File: config.mk
export PLATFORM = sky130hd
export DESIGN_NAME = seg7_reader_flat
export DESIGN_NICKNAME = d
export VERILOG_FILES = /design/src/rtl/seg7_if.sv /design/src/rtl/seg7_reader.sv /design/src/flat_wrapper.sv
export SDC_FILE = /design/constraint.sdc
export NUM_CORES = 1
export LEC_CHECK = 0
export ABC_AREA = 1
export CAP_MARGIN = 40
export CORE_UTILIZATION = 45
export CTS_CLUSTER_DIAMETER = 200
export DETAILED_ROUTE_END_ITERATION = 6
export GPL_TIMING_DRIVEN = 0
export PLACE_DENSITY_LB_ADDON = 0.3
export SYNTH_ARGS = -nofsm -noshare
export SYNTH_HDL_FRONTEND = slang
export SYNTH_SLANG_ARGS = --single-unit
File: constraint.sdc
create_clock -name clk -period 4.03 [get_ports clk]
set_input_delay 0.806 -clock clk [delete_from_list [all_inputs] [get_ports clk]]
set_output_delay 0.806 -clock clk [all_outputs]
set_load 0.05 [all_outputs]
File: src/rtl/seg7_if.sv
// Segment-reader handshake bundle: raw segment bus in, decoded result/status out.
// err_cnt exists only when SEG7_READER_ERRCNT_EN is defined.
interface seg7_if;
  logic [6:0] seg_in;
  logic       out_ready;
  logic       ovr_clr;
  logic       out_valid;
  logic [3:0] digit;
  logic       blank;
  logic       err;
  logic       ovr;
`ifdef SEG7_READER_ERRCNT_EN
  logic [7:0] err_cnt;
`endif

  modport slave (
    input  seg_in, out_ready, ovr_clr,
    output out_valid, digit, blank, err, ovr
`ifdef SEG7_READER_ERRCNT_EN
    , output err_cnt
`endif
  );

  modport master (
    output seg_in, out_ready, ovr_clr,
    input  out_valid, digit, blank, err, ovr
`ifdef SEG7_READER_ERRCNT_EN
    , input err_cnt
`endif
  );
endinterface

File: src/rtl/seg7_reader.sv
// Debounces an active-low 7-segment bus, decodes each newly stable pattern and holds it
// in a one-deep output register with overflow flag. Optional SEG7_READER_ERRCNT_EN adds err_cnt.
module seg7_reader #(
  parameter int unsigned STABLE_CYCLES = 4
) (
  input logic   clk,
  input logic   rst,
  seg7_if.slave bus
);
  localparam logic [6:0] BLANK_CODE = 7'b1111111;
  localparam logic [7:0] STABLE_MAX = 8'(STABLE_CYCLES);

  typedef enum logic {EMPTY, FULL} state_t;

  state_t     state_reg, state_next;
  logic [6:0] seg_q;
  logic [6:0] last_acc;
  logic [7:0] stab_cnt;
  logic [3:0] digit_reg;
  logic       blank_reg;
  logic       err_reg;
  logic       ovr_reg;
  logic       load;
  logic       ovr_set;
  logic       stable_now;
  logic       qualify;
  logic [3:0] dec_digit;
  logic       dec_blank;
  logic       dec_err;

  assign stable_now = (bus.seg_in == seg_q);
  // Fires once per new pattern: the count crosses the threshold and the pattern differs from the last one taken
  assign qualify    = stable_now && (stab_cnt == STABLE_MAX - 8'd1) && (seg_q != last_acc);

  always_comb begin
    dec_digit = 4'd0;
    dec_blank = 1'b0;
    dec_err   = 1'b0;
    case (seg_q)
      7'b0000001: dec_digit = 4'd0;
      7'b1001111: dec_digit = 4'd1;
      7'b0010010: dec_digit = 4'd2;
      7'b0000110: dec_digit = 4'd3;
      7'b1001100: dec_digit = 4'd4;
      7'b0100100: dec_digit = 4'd5;
      7'b0100000: dec_digit = 4'd6;
      7'b0001111: dec_digit = 4'd7;
      7'b0000000: dec_digit = 4'd8;
      7'b0000100: dec_digit = 4'd9;
      BLANK_CODE: dec_blank = 1'b1;
      default: begin
        dec_digit = 4'hF;
        dec_err   = 1'b1;
      end
    endcase
  end

  always_ff @(posedge clk or posedge rst) begin
    if (rst) begin
      seg_q    <= BLANK_CODE;
      stab_cnt <= 8'd0;
      last_acc <= BLANK_CODE;
    end else begin
      seg_q <= bus.seg_in;
      if (!stable_now)
        stab_cnt <= 8'd0;
      else if (stab_cnt != STABLE_MAX)
        stab_cnt <= stab_cnt + 8'd1;
      if (qualify)
        last_acc <= seg_q;
    end
  end

  always_comb begin
    state_next = state_reg;
    load       = 1'b0;
    ovr_set    = 1'b0;
    case (state_reg)
      EMPTY: begin
        if (qualify) begin
          load       = 1'b1;
          state_next = FULL;
        end
      end
      FULL: begin
        if (qualify) begin
          // Held result is never overwritten unless the consumer takes it on this edge
          if (bus.out_ready)
            load = 1'b1;
          else
            ovr_set = 1'b1;
        end else if (bus.out_ready) begin
          state_next = EMPTY;
        end
      end
      default: state_next = EMPTY;
    endcase
  end

  always_ff @(posedge clk or posedge rst) begin
    if (rst) begin
      state_reg <= EMPTY;
      digit_reg <= 4'd0;
      blank_reg <= 1'b0;
      err_reg   <= 1'b0;
      ovr_reg   <= 1'b0;
    end else begin
      state_reg <= state_next;
      if (load) begin
        digit_reg <= dec_digit;
        blank_reg <= dec_blank;
        err_reg   <= dec_err;
      end
      if (ovr_set)
        ovr_reg <= 1'b1;
      else if (bus.ovr_clr)
        ovr_reg <= 1'b0;
    end
  end

`ifdef SEG7_READER_ERRCNT_EN
  logic [7:0] err_cnt_reg;

  // Counts illegal qualified patterns, delivered or dropped
  always_ff @(posedge clk or posedge rst) begin
    if (rst)
      err_cnt_reg <= 8'd0;
    else if (qualify && dec_err && err_cnt_reg != 8'hFF)
      err_cnt_reg <= err_cnt_reg + 8'd1;
  end

  assign bus.err_cnt = err_cnt_reg;
`endif

  assign bus.out_valid = (state_reg == FULL);
  assign bus.digit     = digit_reg;
  assign bus.blank     = blank_reg;
  assign bus.err       = err_reg;
  assign bus.ovr       = ovr_reg;
endmodule

File: src/flat_wrapper.sv
// flat-port wrapper written by rule: the top's interface ports become plain ports
module seg7_reader_flat 
#(
  parameter int unsigned STABLE_CYCLES = 4
)
  (clk, rst, bus_seg_in, bus_out_ready, bus_ovr_clr, bus_out_valid, bus_digit, bus_blank, bus_err, bus_ovr);
  seg7_if bus_i ();
  input logic clk;
  input logic rst;
  input wire logic [$bits(bus_i.seg_in)-1:0] bus_seg_in;
  input wire logic [$bits(bus_i.out_ready)-1:0] bus_out_ready;
  input wire logic [$bits(bus_i.ovr_clr)-1:0] bus_ovr_clr;
  output wire logic [$bits(bus_i.out_valid)-1:0] bus_out_valid;
  output wire logic [$bits(bus_i.digit)-1:0] bus_digit;
  output wire logic [$bits(bus_i.blank)-1:0] bus_blank;
  output wire logic [$bits(bus_i.err)-1:0] bus_err;
  output wire logic [$bits(bus_i.ovr)-1:0] bus_ovr;
  assign bus_i.seg_in = bus_seg_in;
  assign bus_i.out_ready = bus_out_ready;
  assign bus_i.ovr_clr = bus_ovr_clr;
  assign bus_out_valid = bus_i.out_valid;
  assign bus_digit = bus_i.digit;
  assign bus_blank = bus_i.blank;
  assign bus_err = bus_i.err;
  assign bus_ovr = bus_i.ovr;
  seg7_reader #(.STABLE_CYCLES(STABLE_CYCLES)) u_core (.clk(clk), .rst(rst), .bus(bus_i));
endmodule
==> results.txt, run 1 <==
----------------------------------------------------
[Clocking]
  H-tree depth ... 2
  Cts bufs inserted ... 5
  Sink count of the clock tree ... 30
  CTS tree ... done
  Clock-pin slew reported for the worst setup and hold paths after clock tree synthesis ... 0.06 ns
  Number of setup buffers added after CTS ... 0
  Longest Clk Path Bufs ... 2
  Total of hold buffers inserted after clock tree synthesis ... 0
  Root buffer cell ... clkbuf_8
  Skew-Pair Late Insertion Delay ... 0.28 ns
  CTS-repair resized insts ... 0

[Detailed routing]
  Number of design-rule violations left by the first detailed-router iteration ... 52
  Remaining antenna violation count after routing ... 0
  Number of iterations in the first detailed-routing pass ... 4
  Wire length after detailed routing ... 3070 um
  Vias/cell ... 4.77
  Drt drc ... 0
  Vias after detailed routing ... 1407
  Post-detailed-route wirelength per cell ... 10.4 um

[Floorplan]
  Die height ... 62.7 um
  Std-Cell Rows ... 21
  Area of the core ... 3440 um^2
  Die extent in x ... 62.7 um
  I/O pin total ... 19
  Full die area ... 3930 um^2
  Starting density of the core ... 0.482

[Power]
  Highest ir drop seen on vdd ... 204 uV
  Power density cells ... 305 nW/um^2
  Standby leakage power ... 0.954 nW

[STA]
  Final total negative setup slack ... 0 ns
  Min cycle time layout ... 2.25 ns
  Final worst clock skew ... 0.00242 ns
  Number of slew-limit violations in the final report ... 0
  Achievable Freq ... 445 MHz
  RSZ-0062 raised after global routing ... false
  Number of hold-slack violations in the final timing report ... 0
  Ratio of final minimum period to clock period ... 0.558
  Max-Slew Margin vs Limit ... 0.612
  Actual transition at the worst max-transition pin ... 0.582 ns
  Final setup violation count ... 0

[Worst hold path]
  Worst hold path class ... reg2reg

[Synth]
  Share of flip-flops with an asynchronous set or reset ... 1.00
  Area share of and/or/nand/nor cells after synthesis ... 0.312
  Register area share after synthesis ... 0.463
  Post-synth design cell area ... 1660 um^2
  Parity-gate share of the synthesized area counting xor and xnor cells ... 0.0370
  Share of synthesized area spent on multiplexers ... 0
  Mean instance size in the synthesized netlist ... 7.47 um^2
  Library cell with the largest summed area after synthesis ... dfrtp_1
  Most common cell in the synthesized netlist ... nand2_1
  Post-synthesis sequential element count ... 30
  Post-synth EDFFs ... 0
  Fraction of the mapped netlist area in compound gates ... 0.0868
  Synth area leaders ... dfrtp_1, dfstp_2, nand2_1, inv_1, nor2_1
  Prevailing post-synth register cell ... dfrtp_1
  Library cells used by synthesis ... 25
  Synth Area in Adders ... 0.0151
  Number of synthesis warnings ... 0
  Gate Count Post-Synth ... 222
  Main combinational cell family by area after synthesis ... simple AND/OR/NAND/NOR gates
  Area share of the leading cell type in the synthesized netlist ... 0.242
  Synthesized Nets ... 235
  List of most frequent post-synthesis cells ... nand2_1, inv_1, nor2_1, dfrtp_1, dfstp_2

[Setup path]
  Longest individual stage delay on the worst path ... 0.80 ns
  CP required ... 3.22 ns
  Worst path arrival time ... 1.44 ns
  Master of the slowest instance on the critical path ... clkdlybuf4s50_1
  Kind of cell with the highest combined delay on the critical path ... buffers and inverters
  Buffers plus inverters on the worst setup path ... 1
  Maximum fanout count along the critical path ... 2
  Nature of the critical path startpoint ... flip-flop
  CP endpoint kind ... primary output
  Startpoint-to-endpoint class of the critical path ... reg2out
  Critical-path cell list ... clkdlybuf4s50_1

[Final layout]
  Total Nets Final ... 261
  Util after Layout ... 0.582
  Area growth syn-to-layout ... 20.8%
  Area occupied by multi-input gates ... 747 um^2
  Flip-flop count of the largest register after layout ... 8
  Area occupied by registers ... 768 um^2
  Count of antenna diodes in the layout ... 0
  Fill cells ... 327
  Fraction of final layout cells with drive strength greater than 1 ... 0.157
  Largest registers in the final layout ... u_core.stab_cnt: 8 flops, u_core.last_acc: 7 flops, u_core.seg_q: 7 flops
  Register with the most flip-flops ... u_core.stab_cnt

[Placed design]
  Total of buffers placed on input and output ports ... 18
  Estimated wirelength of the detail-placed design ... 2340 um
  Routability cong. ... 0.835

[Global route]
  Busiest grt layer ... met2
  Met3 Usage GRT ... 0.0493
  Met2 demand-to-capacity share in global routing ... 0.268
  All-Layer GR Usage ... 0.182
  Number of global-route vias before repair ... 1306
  Congestion Overflow GR ... 0
  First-pass GRT wire length ... 5530 um
  Met1 global-route usage ... 0.236
  Pin count of the biggest net entering global routing ... 17
  Antenna violations before repair ... 0

[Outcome]
  Status ... finished clean

[Flow run]
  Maxcap violations ... 0

----------------------------------------------------
[kinds of logic after synthesis]
logic type,count (synthesis)
flops,30
compound gates,22
xor+xnor,7
fa+ha+maj,2
buf+inv,36
simple gates,125
[path summary, 6_finish.rpt]
kind,start,slack (ns),cells after the start,end
worst max-delay path,u_core.bus.digit[0],1.78,1,bus_digit[0]
worst min register to register,u_core.last_acc[6],0.48,2,u_core.last_acc[6]
worst min-delay path,u_core.last_acc[6],0.48,2,u_core.last_acc[6]
worst max register to register,u_core.seg_q[1],2.26,9,u_core.bus.digit[2]
min in group asynchronous,rst,0.88,2,u_core.bus.digit[0]
max in group asynchronous,rst,2.56,3,u_core.seg_q[2]
[layout by cell type, fill, tap and decap left out, drive strengths merged]
cell type      instances
nand2                 76
inv                   34
nor2                  29
clkdlybuf4s50         18
dfrtp                 16
dfstp                 14
o21ai                 14
nand3                 12
nor3                   7
clkbuf                 7
xnor2                  6
a21oi                  5
ha                     2
clkinv                 2
buf                    2
nor4                   1
a31oi                  1
xor2                   1
o22ai                  1
a211oi                 1
[where the power goes]
| part | total (mW) | switching (mW) | internal (mW) |
|---|---|---|---|
| combinational | 0.0479 | 0.0279 | 0.0200 |
| clock | 0.247 | 0.110 | 0.137 |
| sequential | 0.315 | 0.00624 | 0.309 |
[stage by stage]
| step | hold WS (ns) | power [mW] | cell area [um^2] | instances | setup WS, ns |
|---|---|---|---|---|---|
| 2_1_floorplan | 0.456 | 0.347 | 1660 | 222 | 2.29 |
| 3_3_place_gp | 0.470 | 0.366 | 1900 | 286 | 1.58 |
| 3_5_place_dp | 0.470 | 0.368 | 1910 | 287 | 1.57 |
| 4_1_cts | 0.481 | 0.620 | 2000 | 295 | 1.77 |
| 5_1_grt | 0.498 | 0.641 | 2000 | 295 | 1.69 |
| 6_report | 0.478 | 0.610 | 2000 | 295 | 1.78 |
[metal layers]
metal,share of wire,routed length [um]
met2,0.44,1350
met4,0.028,85
met1,0.49,1500
met5,0,0
met3,0.044,134
[cell type report]
class / instances / share of cell area
tap: 46 / 0.0287
multi-input combinational: 156 / 0.373
buffer: 1 / 0.00563
timing repair buffer: 19 / 0.0975
clock inverter: 1 / 0.00250
clock buffer: 7 / 0.0431
sequential: 30 / 0.384
inverter: 35 / 0.0656
(Power assumes the default switching activity.)
==> run 2, diff against run 1 <==
Clock period 4.03 ns to 2.2 ns, I/O delays scaled along.
==> results of run 2 <==
Same layout as run 1 (identical final DEF). Status: finished clean.
Main changes from that run: setup slack after placement 1.57 ns -> 0.103 ns; setup slack after layout 1.78 ns -> 0.318 ns; register-to-register setup slack 2.26 ns -> 0.43 ns; total power 0.610 mW -> 1.12 mW; worst IR drop on VDD 204 uV -> 374 uV
